### src/rtl/tl_ul_scratchpad.sv
// TileLink-UL single-beat slave backed by a 16-word byte-maskable scratchpad.
// Responses queue in a 2-entry FIFO so A and D can proceed at one beat per cycle.
module tl_ul_scratchpad #(
  parameter logic [29:0] BASE_ADDR = 30'h0000_0000,
  parameter int          DEPTH     = 16
) (
  input  logic        clock,
  input  logic        reset,
  input  logic        a_valid,
  input  logic [2:0]  a_opcode,
  input  logic [2:0]  a_param,
  input  logic [2:0]  a_size,
  input  logic [1:0]  a_source,
  input  logic [29:0] a_address,
  input  logic [3:0]  a_mask,
  input  logic [31:0] a_data,
  output logic        a_ready,
  output logic        d_valid,
  output logic [2:0]  d_opcode,
  output logic [1:0]  d_param,
  output logic [2:0]  d_size,
  output logic [1:0]  d_source,
  output logic        d_denied,
  output logic [31:0] d_data,
  output logic        d_corrupt,
  input  logic        d_ready
);

  typedef struct packed {
    logic [2:0]  opcode;
    logic [2:0]  size;
    logic [1:0]  source;
    logic        denied;
    logic [31:0] data;
  } rsp_t;

  localparam logic [2:0] OP_PUT_FULL = 3'd0;
  localparam logic [2:0] OP_PUT_PART = 3'd1;
  localparam logic [2:0] OP_GET      = 3'd4;
  localparam logic [2:0] OP_ACK      = 3'd0;
  localparam logic [2:0] OP_ACK_DATA = 3'd1;

  logic [31:0] mem [DEPTH];
  rsp_t        fifo [2];
  rsp_t        head;
  rsp_t        rsp_new;
  logic        wr_ptr;
  logic        rd_ptr;
  logic [1:0]  count;
  logic        push;
  logic        pop;
  logic        is_get;
  logic        is_put;
  logic        size_ok;
  logic        align_ok;
  logic        in_window;
  logic        legal;
  logic [3:0]  idx;
  logic        unused_a;

  assign unused_a = ^a_param;
  assign idx      = a_address[5:2];

  // reset gates a_ready directly so no beat is taken while it is held
  assign a_ready = ~reset & (count != 2'd2);
  assign d_valid = (count != 2'd0);
  assign push    = a_valid & a_ready;
  assign pop     = d_valid & d_ready;

  always_comb begin
    is_get    = (a_opcode == OP_GET);
    is_put    = (a_opcode == OP_PUT_FULL) | (a_opcode == OP_PUT_PART);
    size_ok   = (a_size <= 3'd2);
    in_window = (a_address[29:6] == BASE_ADDR[29:6]);
    align_ok  = 1'b0;
    unique case (1'b1)
      a_size == 3'd0: align_ok = 1'b1;
      a_size == 3'd1: align_ok = ~a_address[0];
      a_size == 3'd2: align_ok = (a_address[1:0] == 2'b00);
      default:        align_ok = 1'b0;
    endcase
    legal = (is_get | is_put) & size_ok & align_ok & in_window;

    rsp_new        = '0;
    rsp_new.opcode = is_get ? OP_ACK_DATA : OP_ACK;
    rsp_new.size   = a_size;
    rsp_new.source = a_source;
    rsp_new.denied = ~legal;
    rsp_new.data   = (legal & is_get) ? mem[idx] : 32'h0;
  end

  always_ff @(posedge clock or posedge reset) begin
    if (reset) begin
      count  <= 2'd0;
      wr_ptr <= 1'b0;
      rd_ptr <= 1'b0;
      for (int i = 0; i < 2; i++) fifo[i] <= '0;
      for (int i = 0; i < DEPTH; i++) mem[i] <= '0;
    end else begin
      if (push) begin
        fifo[wr_ptr] <= rsp_new;
        wr_ptr       <= ~wr_ptr;
        if (legal & is_put) begin
          for (int b = 0; b < 4; b++) begin
            if (a_mask[b]) mem[idx][8*b +: 8] <= a_data[8*b +: 8];
          end
        end
      end
      if (pop) rd_ptr <= ~rd_ptr;
      unique case ({push, pop})
        2'b10:   count <= count + 2'd1;
        2'b01:   count <= count - 2'd1;
        default: count <= count;
      endcase
    end
  end

  assign head      = fifo[rd_ptr];
  assign d_opcode  = head.opcode;
  assign d_param   = 2'd0;
  assign d_size    = head.size;
  assign d_source  = head.source;
  assign d_denied  = head.denied;
  assign d_data    = head.data;
  assign d_corrupt = head.denied & (head.opcode == OP_ACK_DATA);

endmodule

### config.mk
export PLATFORM = sky130hd
export DESIGN_NAME = tl_ul_scratchpad
export DESIGN_NICKNAME = d
export VERILOG_FILES = /design/src/rtl/tl_ul_scratchpad.sv
export SDC_FILE = /design/constraint.sdc
export NUM_CORES = 1
export LEC_CHECK = 0
export BUFFER_PORTS_ARGS = -buffer_cell sky130_fd_sc_hd__buf_2
export CORE_UTILIZATION = 55
export CTS_BUF_LIST = sky130_fd_sc_hd__clkbuf_2 sky130_fd_sc_hd__clkbuf_4 sky130_fd_sc_hd__clkbuf_8
export DETAILED_ROUTE_END_ITERATION = 16
export PLACE_DENSITY = 0.72
export SYNTH_ARGS = -nofsm -noshare
export SYNTH_HDL_FRONTEND = slang
export SYNTH_SLANG_ARGS = --single-unit
### constraint.sdc
create_clock -name clock -period 23.5 [get_ports clock]
set_input_delay 3.525 -clock clock [delete_from_list [all_inputs] [get_ports clock]]
set_output_delay 3.525 -clock clock [all_outputs]
set_load 0.02 [all_outputs]
# ---- After elaboration in Yosys (flattened, before gate mapping)
# Index checks and enable logic that the tools add are counted.
dict set report word_totals {
  inputBits 81
  wordCells 108
  reg_bits 598
  output_inout_bits 46
}
dict set report op_classes {
  mux 35
  n_bitwise 19
  add_sub_neg 2
  n_reduce_logical 9
  n_lt_le_gt_ge 6
  eq_ne 8
}
# cell count
set ops {}
lappend ops {{512-bit two-way mux} 10}
lappend ops {{512-bit bitwise mux} 4}
lappend ops {{32-bit demux with 4-bit select} 4}
lappend ops {{41-bit two-way mux} 4}
lappend ops {{32-bit binary-select mux with 4-bit select} 1}
lappend ops {{32-bit two-way mux} 4}
lappend ops {{82-bit bitwise mux} 1}
lappend ops {{41-bit demux with 1-bit select} 1}
lappend ops {{24-bit zero test} 1}
lappend ops {{24-bit two-way mux} 1}
lappend ops {{16-bit two-way mux} 1}
lappend ops {{1-bit bitwise AND} 9}
lappend ops {{3-bit by 1-bit == test with 1-bit output, second input constant} 3}
lappend ops {{8-bit two-way mux} 1}
lappend ops {{3-bit zero test} 2}
lappend ops {{5-bit >= comparator, second input constant} 1}
lappend ops {{5-bit by 1-bit < comparator with 1-bit output, second input constant} 1}
lappend ops {{1-bit inverter} 5}
lappend ops {{4-bit inverter with 5-bit output} 1}
lappend ops {{2-bit >= comparator, second input constant} 2}
lappend ops {{1-bit inverter with 2-bit output} 2}
lappend ops {{2-bit one-hot mux with 2 select lines} 1}
lappend ops {{2-bit nonzero test} 2}
lappend ops {{3-bit by 2-bit == test with 1-bit output, second input constant} 1}
lappend ops {{14 further kinds} 16}

# ---- Longest topological paths before layout
# Gate-level depths: netlist of run 1.
dict set report logic_depth {
  word_depth 19
  mapped_depth 8
}

# ---- Least setup slack after synthesis of run 1
# No wires, ideal clock.
dict set report synth_path {
  path_type {input port to output port}
  from {input reset}
  to {output a_ready}
  arrival_time_ps 3818
  slack_ps 16157
  n_path_buf 0
  required_time_ps 19975
  path_stages 1
  cell_sequence {nor2_1}
}
dict set report synth_between {
  elab_chain_len 2
}
# element line_no
set synth_lines {}
lappend synth_lines {{from (decl)} 8} ;# input logic reset,
lappend synth_lines {{1-bit inverter} 65} ;# assign a_ready = ~reset & (count != 2'd2);
lappend synth_lines {{1-bit bitwise AND} 65}
lappend synth_lines {{to (decl)} 17} ;# output logic a_ready,
# Every way passes these cells.

# ---- Worst setup path after layout of run 1
# Same ends and word-level chain as after synthesis.

==> metrics, run 1 <==
Final setup viols=0; CP required=roughly 20 ns; unrepaired setup endpoints after global routing=false; Final TNS setup=0 ns; later-pin clock latency in the skew report=0.68 ns; worst min-delay path category=flip-flop to flip-flop; number of DRC markers in iteration 0=~1100; vias in the first global route=17769; initial core utilization=56.1%; gpl congestion=0.760; Peak VDD IR=51.9 µV; Clock transition at path regs=0.05 ns; WL per Instance=roughly 24 µm; Slew HR=25.3%; Mapped Cells=1843; Final period util=31.8%; Std-Cell Core Area=around 0.050 mm²; crit path max fanout=4; WL met1=a little under 30 mm; met3 wire len=roughly 3.0 mm; hold path cells=1; Post-synth top flop=dfrtp_1; root buf cell=clkbuf_8; IO Pins=around 130; reg-to-reg slack, setup=about 20 ns; hold slack=0.476 ns; P&R area growth vs syn=11.1%; Max-cap violations=0; DR pass1 iterations=5; share of cells above drive strength 1=between 50% and 60%; fillers=3748; initial antenna violation count=2; leak pwr=15.8 nW; final hold viol count=0; Nets=2033; PortBufs=119; CP Launch Type=input port; Worst R2R Start=count[1]; Die Span Y=229 µm; synthesized cell area=0.0282 mm²; Detailed Route WL=64.8 mm; DR top layer=met5; Num CTS Buffers=98; Post-synth EDFFs=0; fmax=134 MHz; gr usage total=between 20% and 30%; path depth of the worst reg2reg path=7; sequential-to-total area share from yosys stat=52.6%; DRC violations left=0; Synth Warn #=0; outcome=complete, no violations; clock sink count=594; number of synthesized register bits=a little under 600; TritonCTS clock tree=yes; Netlist cell types=39; Post-CTS Setup Bufs=0; Via density=6.14; path type of the worst setup path=input port to output pin; actual slew at the worst max-slew pin=about 1.1 ns; met2 wire length=30.8 mm; r2r endpoint=fifo[47]; Worst Hold End=fifo[38]; async set or reset register ratio after synthesis=100%; post-cts sizing count=0; WP data arrival=3.94 ns; Pwr Total=2.19 mW; CP endpoint kind=output pin; post-route setup slack=16.04 ns; Final Max Tran Viols=0; DIE AREA=0.0523 mm²; Power Dens Cells=69.9 mW/mm²; Post-Place Setup Slack=16.04 ns; minimum clock period=7.46 ns; Avg Synthesized Cell Area=15.3 µm²; clock skew=0.0199 ns; Die W=229 µm; # rows=82; first-pass GRT wire length=roughly 100 mm; largest net degree at the start of global routing=~150; Vias=16527; GR Overflow Total=0; worst-case clock buffer depth=3; H-tree levels=3; hold path startpoint=fifo[38]; antenna-violating nets left=0; hold_buf cts=0; dpl hpwl=38.7 mm
final cells by class:
cell class | instances | area [µm²] | share of cell area (%)
Inverter | 1 | 11.3 | 0.0359
Sequential cell | 594 | 14900 | 47.4
Tap cell | 672 | 841 | 2.68
Antenna cell | 1 | 2.50 | 0.00798
Clock inverter | 8 | 95.1 | 0.303
Clock buffer | 161 | 2020 | 6.43
Multi-Input combinational cell | 1115 | 12800 | 40.7
Timing Repair Buffer | 141 | 778 | 2.48
power by group:
group | switching [mW] | leakage (nW) | internal [mW]
registers | 0.00876 | 8.27 | 1.04
logic | 0.125 | 6.42 | 0.0606
clock network | 0.401 | 1.12 | 0.558
stage by stage:
stage	cell area (µm²)	std cells	utilization, %
floorplan	28300	1846	-
global placement	29300	2523	58.1
detailed placement	29300	2523	58.1
CTS	31400	2692	62.3
global route	31400	2693	62.3
finish	31400	2693	62.3
cell families after synthesis:
group	share of synthesized area, %
AO/OA/AOI/OAI	4.24
XOR/XNOR	0.124
adder cells (fa/ha/maj)	0.0443
buffers and inverters	2.28
flip-flops	52.6
multiplexers	34.8
other	0.0133
AND/OR/NAND/NOR	5.85
how the worst max path moves through the flow:
stage / start / to / slack [ns] / depth (start not counted)
final: reset / a_ready / 16.04 / 3
after global routing: reset / a_ready / 16.03 / 3
after CTS: reset / a_ready / 16.04 / 3
after detailed placement: reset / a_ready / 16.04 / 3
after global placement: reset / a_ready / 16.03 / 3
after floorplan: reset / count[0] / 3.35 / 1
cells in the mapped netlist (3+ instances only):
master    count  area (µm²)
buf_2        30         150
nand2_1       8        30.0
mux2_4      104        1560
dfrtp_1     594       14900
mux2i_1      96         961
buf_6         7        78.8
a21oi_1      33         165
mux4_2       96        2160
mux2_2      448        5040
nand3_4      40         701
a22o_1       64         561
nor4_1        7        43.8
and2_1        3        18.8
nand2b_1      7        43.8
clkbuf_1     79         297
clkbuf_2      5        25.0
a211oi_1     33         248
buf_1         6        22.5
o22ai_1      32         200
nor3_1        7        35.0
mux2_1        9         101
and3_1       67         419
nand3_2      23         230
nor2_1       15        56.3
buf_4         9        67.6
state kept, by name, indices dropped and copies added, names as in the netlist:
register and count:
wr_ptr 1, rd_ptr 1, mem 512, fifo 78, count 2
routing by layer:
| layer | up-vias | GRT usage, % |
|---|---|---|
| li1 | 7206 | - |
| met1 | 8775 | 36.0 |
| met2 | 434 | 40.5 |
| met3 | 110 | 3.93 |
| met4 | 2 | 9.44 |
| met5 | - | 0 |
layout by cell type, fill, tap and decap left out, drive strengths merged, types with 2 or more instances in the layout:
cell type	Yosys	layout
bufinv	0	2
nor3	7	7
xor2	2	2
clkinvlp	0	2
clkbuf	84	162
and3	67	67
nand3	65	65
mux4	96	96
clkinv	0	4
nor2	16	16
xnor2	2	2
buf	52	140
and2	3	3
nor4	8	8
a211oi	33	33
nand2b	7	7
conb	1	4
nor2b	2	2
dfrtp	594	594
a22o	64	64
mux2	561	561
o21ai	2	2
mux2i	96	96
a21o	2	2
a21oi	33	33
o22ai	32	32
nand2	8	8
or2	2	2
critical path: stages:
cell and delay [ns]:
buf_2 0.15, nor2_1 0.10, buf_2 0.16
(Power assumes the default switching activity.)
==> run 2: changes to the inputs <==
==> constraint.sdc (replaced) <==
create_clock -name clock -period 7.7 [get_ports clock]
set_input_delay 1.155 -clock clock [delete_from_list [all_inputs] [get_ports clock]]
set_output_delay 1.155 -clock clock [all_outputs]
set_load 0.02 [all_outputs]
==> metrics, run 2 (same netlist as run 1, synthesis figures left out) <==
WP data arrival=4.39 ns; most frequent cells in the layout=593 x dfrtp_1, 448 x mux2_2, 121 x clkbuf_8, 116 x buf_2, 104 x mux2_4; later-pin clock latency in the skew report=~0.69 ns; DIE AREA=0.0523 mm²; hold slack=between 0.4 and 0.5 ns; clock skew=between 0.015 and 0.02 ns; Peak VDD IR=roughly 110 µV; Die W=229 µm; worst-case clock buffer depth=3; Power Dens Cells=209 mW/mm²; hold path startpoint=rd_ptr; final hold viol count=0; Gate power share=8.8%; vias in the first global route=between 15000 and 20000; hold path cells=1; Worst Hold End=rd_ptr; unrepaired setup endpoints after global routing=false; outcome=complete, no violations; actual slew at the worst max-slew pin=1.18 ns; hold_buf cts=0; Max-cap violations=0; dpl hpwl=about 39 mm; sequential power share=48.9%; most common library cell in the layout ignoring fill and taps=dfrtp_1; initial antenna violation count=2; Slew HR=a little over a fifth; Final setup viols=0; first-pass GRT wire length=about 100 mm; GR Overflow Total=0; CP endpoint kind=flip-flop; IO Pins=127; P_sw=1.64 mW; fmax=approximately 260 MHz; sw frac=approximately a quarter; r2r endpoint=fifo[59]; DR pass1 iterations=5; number of DRC markers in iteration 0=1052; antenna-violating nets left=0; Clk pwr share=42.3%; Cell Area, Placed=0.0293 mm²; CP Launch Type=input port; Die Span Y=229 µm; TritonCTS clock tree=yes; Nets=a little over 2000; Via density=6.11; path depth of the worst reg2reg path=7; crit path max fanout=36; CP required=8.26 ns; Final period util=49.7%; fillers=between 3000 and 4000; Num CTS Buffers=95; minimum clock period=approximately 3.8 ns; leak pwr=around 16 nW; area occupied by multi-input gates=approximately 0.013 mm²; Detailed Route WL=65.5 mm; worst min-delay path category=flip-flop to flip-flop; Biggest register=mem; Reg area=0.0149 mm²; gpl congestion=0.758; Clock transition at path regs=0.06 ns; max reg flops=512; reg-to-reg slack, setup=4.37 ns; clock sink count=594; Worst R2R Start=count[1]; path type of the worst setup path=input port to flip-flop; post-cts sizing count=0; Top Registers=mem (512), fifo (78), count (2); root buf cell=clkbuf_8; WL per Instance=between 20 and 25 µm; largest net degree at the start of global routing=177; # rows=between 80 and 90; initial core utilization=~56%; Std-Cell Core Area=between 0.05 and 0.06 mm²; final instance area=0.0313 mm²; DRC violations left=0; share of cells above drive strength 1=50.9%; Post-CTS Setup Bufs=0; Int Pwr=4.90 mW; gr usage total=25.7%; Vias=about 16000; Final Max Tran Viols=0; P&R area growth vs syn=10.7%; H-tree levels=3; PortBufs=119
-- run 2: power groups by stage --
stage | Clock, mW | Sequential (mW) | Combinational, mW
after floorplan | 0 | 3.25 | 0.388
after global placement | 0 | 3.25 | 0.568
after detailed placement | 0 | 3.25 | 0.581
after CTS | 2.83 | 3.20 | 0.583
after global routing | 2.99 | 3.20 | 0.622
final | 2.77 | 3.20 | 0.575
-- run 2: critical path, stage by stage --
cell and delay, ns:
buf_2 0.10, nor4_1 0.31, and3_4 0.73, buf_4 0.75, nand3_1 0.77, mux2_2 0.51
-- run 2: per-stage QoR --
step                cells  setup TNS (ns)  worst slack (ns)  total power, mW  utilization (%)
detailed placement   2523               0              3.21             3.84             58.1
floorplan            1846         -923.26             -1.55             3.64                -
global route         2689               0              3.77             6.81             62.0
CTS                  2688               0              3.94             6.62             62.0
global placement     2523               0              3.29             3.82             58.1
finish               2689               0              3.87             6.55             62.0
-- run 2: how the worst max path moves through the flow --
stage	from	end	slack (ns)	depth (start not counted)
5_1_grt	a_opcode[1]	mem[85]	3.77	6
4_1_cts	a_address[20]	mem[83]	3.94	6
3_3_place_gp	a_opcode[1]	mem[83]	3.29	6
3_5_place_dp	a_address[20]	mem[82]	3.21	6
2_1_floorplan	reset	count[0]	-1.55	1
6_report	a_address[20]	mem[85]	3.87	6
-- run 2: final cells by class --
type | count | share of cell area, %
Sequential cell | 594 | 47.6
Multi-Input combinational cell | 1115 | 40.8
Clock buffer | 152 | 6.05
Tap cell | 672 | 2.69
Timing Repair Buffer | 141 | 2.61
Clock inverter | 13 | 0.232
Inverter | 1 | 0.0240
Antenna cell | 1 | 0.00801
-- run 2: metal layers --
metal | vias to the layer above | wire [µm] | track usage (%)
met5 | - | 9 | 0
li1 | 7177 | - | -
met2 | 420 | 31100 | 40.2
met1 | 8715 | 28900 | 35.0
met4 | 2 | 2140 | 10.7
met3 | 107 | 3420 | 5.29
==> run 3: changes to the inputs <==
--- a/config.mk
+++ b/config.mk
@@ -5,11 +5,12 @@
 export SDC_FILE = /design/constraint.sdc
 export NUM_CORES = 1
 export LEC_CHECK = 0
+export ABC_AREA = 1
 export BUFFER_PORTS_ARGS = -buffer_cell sky130_fd_sc_hd__buf_2
 export CORE_UTILIZATION = 55
 export CTS_BUF_LIST = sky130_fd_sc_hd__clkbuf_2 sky130_fd_sc_hd__clkbuf_4 sky130_fd_sc_hd__clkbuf_8
 export DETAILED_ROUTE_END_ITERATION = 16
-export PLACE_DENSITY = 0.72
+export PLACE_DENSITY = 0.75
 export SYNTH_ARGS = -nofsm -noshare
 export SYNTH_HDL_FRONTEND = slang
 export SYNTH_SLANG_ARGS = --single-unit
==> constraint.sdc (replaced) <==
create_clock -name clock -period 3.44 [get_ports clock]
set_input_delay 0.516 -clock clock [delete_from_list [all_inputs] [get_ports clock]]
set_output_delay 0.516 -clock clock [all_outputs]
set_load 0.02 [all_outputs]
==> metrics, run 3 <==
top-count cell post-synth=nand2_1; fmax=342 MHz; Top Registers=mem (512), fifo (78), count (2); Clock transition at path regs=0.05 ns; Crit path max-delay family=buffers and inverters; Power Dens Cells=467 mW/mm²; PortBufs=119; initial antenna violation count=7; gpl congestion=between 0.8 and 0.9; Critical Path Slowest Stage Cell=clkinv_1; DR pass1 iterations=6; Std-Cell Core Area=0.0539 mm²; post-synth top area share=between 40% and 50%; Mapped Cells=roughly 4100; r2r endpoint=mem[245]; Cell Area, Placed=0.0313 mm²; Post-synth top flop=dfrtp_1; most common library cell in the layout ignoring fill and taps=nand2_1; TritonCTS clock tree=yes; Num CTS Buffers=100; sequential-to-total area share from yosys stat=49.4%; crit path launch=rd_ptr; Synth Warn #=0; root buf cell=clkbuf_8; share of cells above drive strength 1=between 10% and 20%; initial core utilization=55.8%; IO Pins=127; path depth of the worst reg2reg path=9; number of DRC markers in iteration 0=around 2600; Vias=27540; Post-CTS Setup Bufs=0; clock skew=0.0333 ns; Detailed Route WL=89.2 mm; path type of the worst setup path=flip-flop to output pin; Final setup viols=0; worst min-delay path category=input port to flip-flop; Post-synth top cells=1752 x nand2_1, 594 x dfrtp_1, 582 x nand3_1; final hold viol count=0; max reg flops=512; antenna-violating nets left=0; # rows=85; Netlist cell types=30; WL per Instance=between 15 and 20 µm; async set or reset register ratio after synthesis=100%; Crit path depth=5; outcome=complete, no violations; P&R area growth vs syn=11.0%; gr usage total=32.4%; reg-to-reg slack, setup=around 1.1 ns; Post-synth EDFFs=0; Final period util=about 85%; CP Capture Point=d_corrupt; post-route setup slack=0.514 ns; minimum clock period=2.93 ns; unrepaired setup endpoints after global routing=false; crit path max fanout=21; DIE AREA=0.0556 mm²; Post-Place Setup Slack=between 0.4 and 0.5 ns; CP required=2.92 ns; leak pwr=19.0 nW; GR Overflow Total=0; clock sink count=594; Peak VDD IR=333 µV; WP data arrival=around 2.4 ns; Slew HR=a little under half; Max-cap violations=0; CP Launch Type=flip-flop; number of synthesized register bits=594; Die W=236 µm; critical path cell sequence=clkinv_1, or2_2, o21ai_0, nor2_1, buf_2; most frequent cells in the layout=1750 x nand2_1, 594 x dfrtp_1, 582 x nand3_1, 373 x nor2_1, 211 x inv_1; later-pin clock latency in the skew report=0.72 ns; dpl hpwl=roughly 54 mm; H-tree levels=3; top cells by area, synth=dfrtp_1 49%, nand2_1 22%, nand3_1 9.7%, nor2_1 4.7%, inv_1 2.7%; DRC violations left=0; Synth area leader=dfrtp_1; final instance area=0.0334 mm²; Buffers & Inverters on Critical Path=2; CP max stage delay=approximately 0.51 ns; Biggest register=mem; actual slew at the worst max-slew pin=0.823 ns; Final Max Tran Viols=0; hold path startpoint=a_source[1]; Nets=4262; Via density=5.57; first-pass GRT wire length=approximately 140 mm; Worst R2R Start=count[0]; synthesized cell area=0.0301 mm²; CP endpoint kind=output pin; largest net degree at the start of global routing=129; worst-case clock buffer depth=3; Pwr Total=between 15 and 20 mW; fillers=4897; Die Span Y=~240 µm; Avg Synthesized Cell Area=7.26 µm²; vias in the first global route=26121
[run 3: changes by cell type in the layout (fill, tap and decap cells not counted), moves of 96 or more]
cell     before   now
nand2_1       8  1750
inv_1         0   211
mux2i_1      96     0
mux4_2       96     0
mux2_4      104     0
nand3_1       1   582
mux2_2      448     0
nor2_1       15   373
[run 3: cells by family after synthesis]
kind of cell / Yosys count / synth area share, %
flip-flops: 594 / 49.4
buffers and inverters: 522 / 7.52
XOR/XNOR: 3 / 0.0873
AO/OA/AOI/OAI: 215 / 3.62
adder cells (fa/ha/maj): 1 / 0.0416
other: 1 / 0.0125
AND/OR/NAND/NOR: 2808 / 39.3
[run 3: where the power goes]
part	switching, mW	leakage, nW	internal, mW
clock network	2.88	1.09	3.68
logic	1.44	9.59	0.454
registers	0.0540	8.27	7.09
total	4.37	19.0	11.2
[run 3: per-stage QoR]
stage,TNS (ns),hold slack (ns),util (%),cells
floorplan,-3074.13,0.437,-,4147
global placement,0,0.448,58.1,4773
detailed placement,0,0.453,58.1,4773
CTS,0,0.00448,61.9,4945
global route,0,0.0158,61.9,4947
finish,0,0.0451,61.9,4947
[run 3: layout make-up]
class                   count  area (µm²)  share of cell area, %
inverters                 223         841                   2.52
multi-input cells        3031       13100                   39.1
repair buffers            230        1680                   5.04
clock inverters            11        96.3                  0.289
diodes                      2        5.00                 0.0150
well taps                 696         871                   2.61
clock buffers             160        1980                   5.92
flip-flops and latches    594       14900                   44.5
[run 3: repair_timing]
item                                   4_1_cts  5_1_grt
hold buffers                                 1        0
endpoints found under the hold margin       14        0
gates resized for setup                      0        0
[run 3: per-layer routing]
layer  global-route usage [%]  vias up  share of wire [%]
li1                         -    13062                  -
met1                     45.2    12908                 42
met2                     49.6     1323                 45
met3                     6.88      239                9.9
met4                     12.5        8                3.4
met5                        0        -              0.053
[run 3: how the worst min path moves through the flow]
stage / cells after the start / slack (ns) / end
after floorplan: 2 / 0.44 / fifo[79]
after global placement: 2 / 0.45 / mem[246]
after detailed placement: 2 / 0.45 / mem[120]
after CTS: 3 / 0.004 / fifo[34]
after global routing: 3 / 0.02 / fifo[33]
final: 3 / 0.05 / fifo[34]
[run 3: worst register-to-register path, cell delays in order (launching register included)]
cell and delay (ns):
dfrtp_1 0.41, inv_2 0.07, a21oi_4 0.15, nand2_2 0.14, nor2_4 0.16, nand3_2 0.34
nor2_4 0.22, buf_12 0.41, nand3_1 0.31, nand2_1 0.11
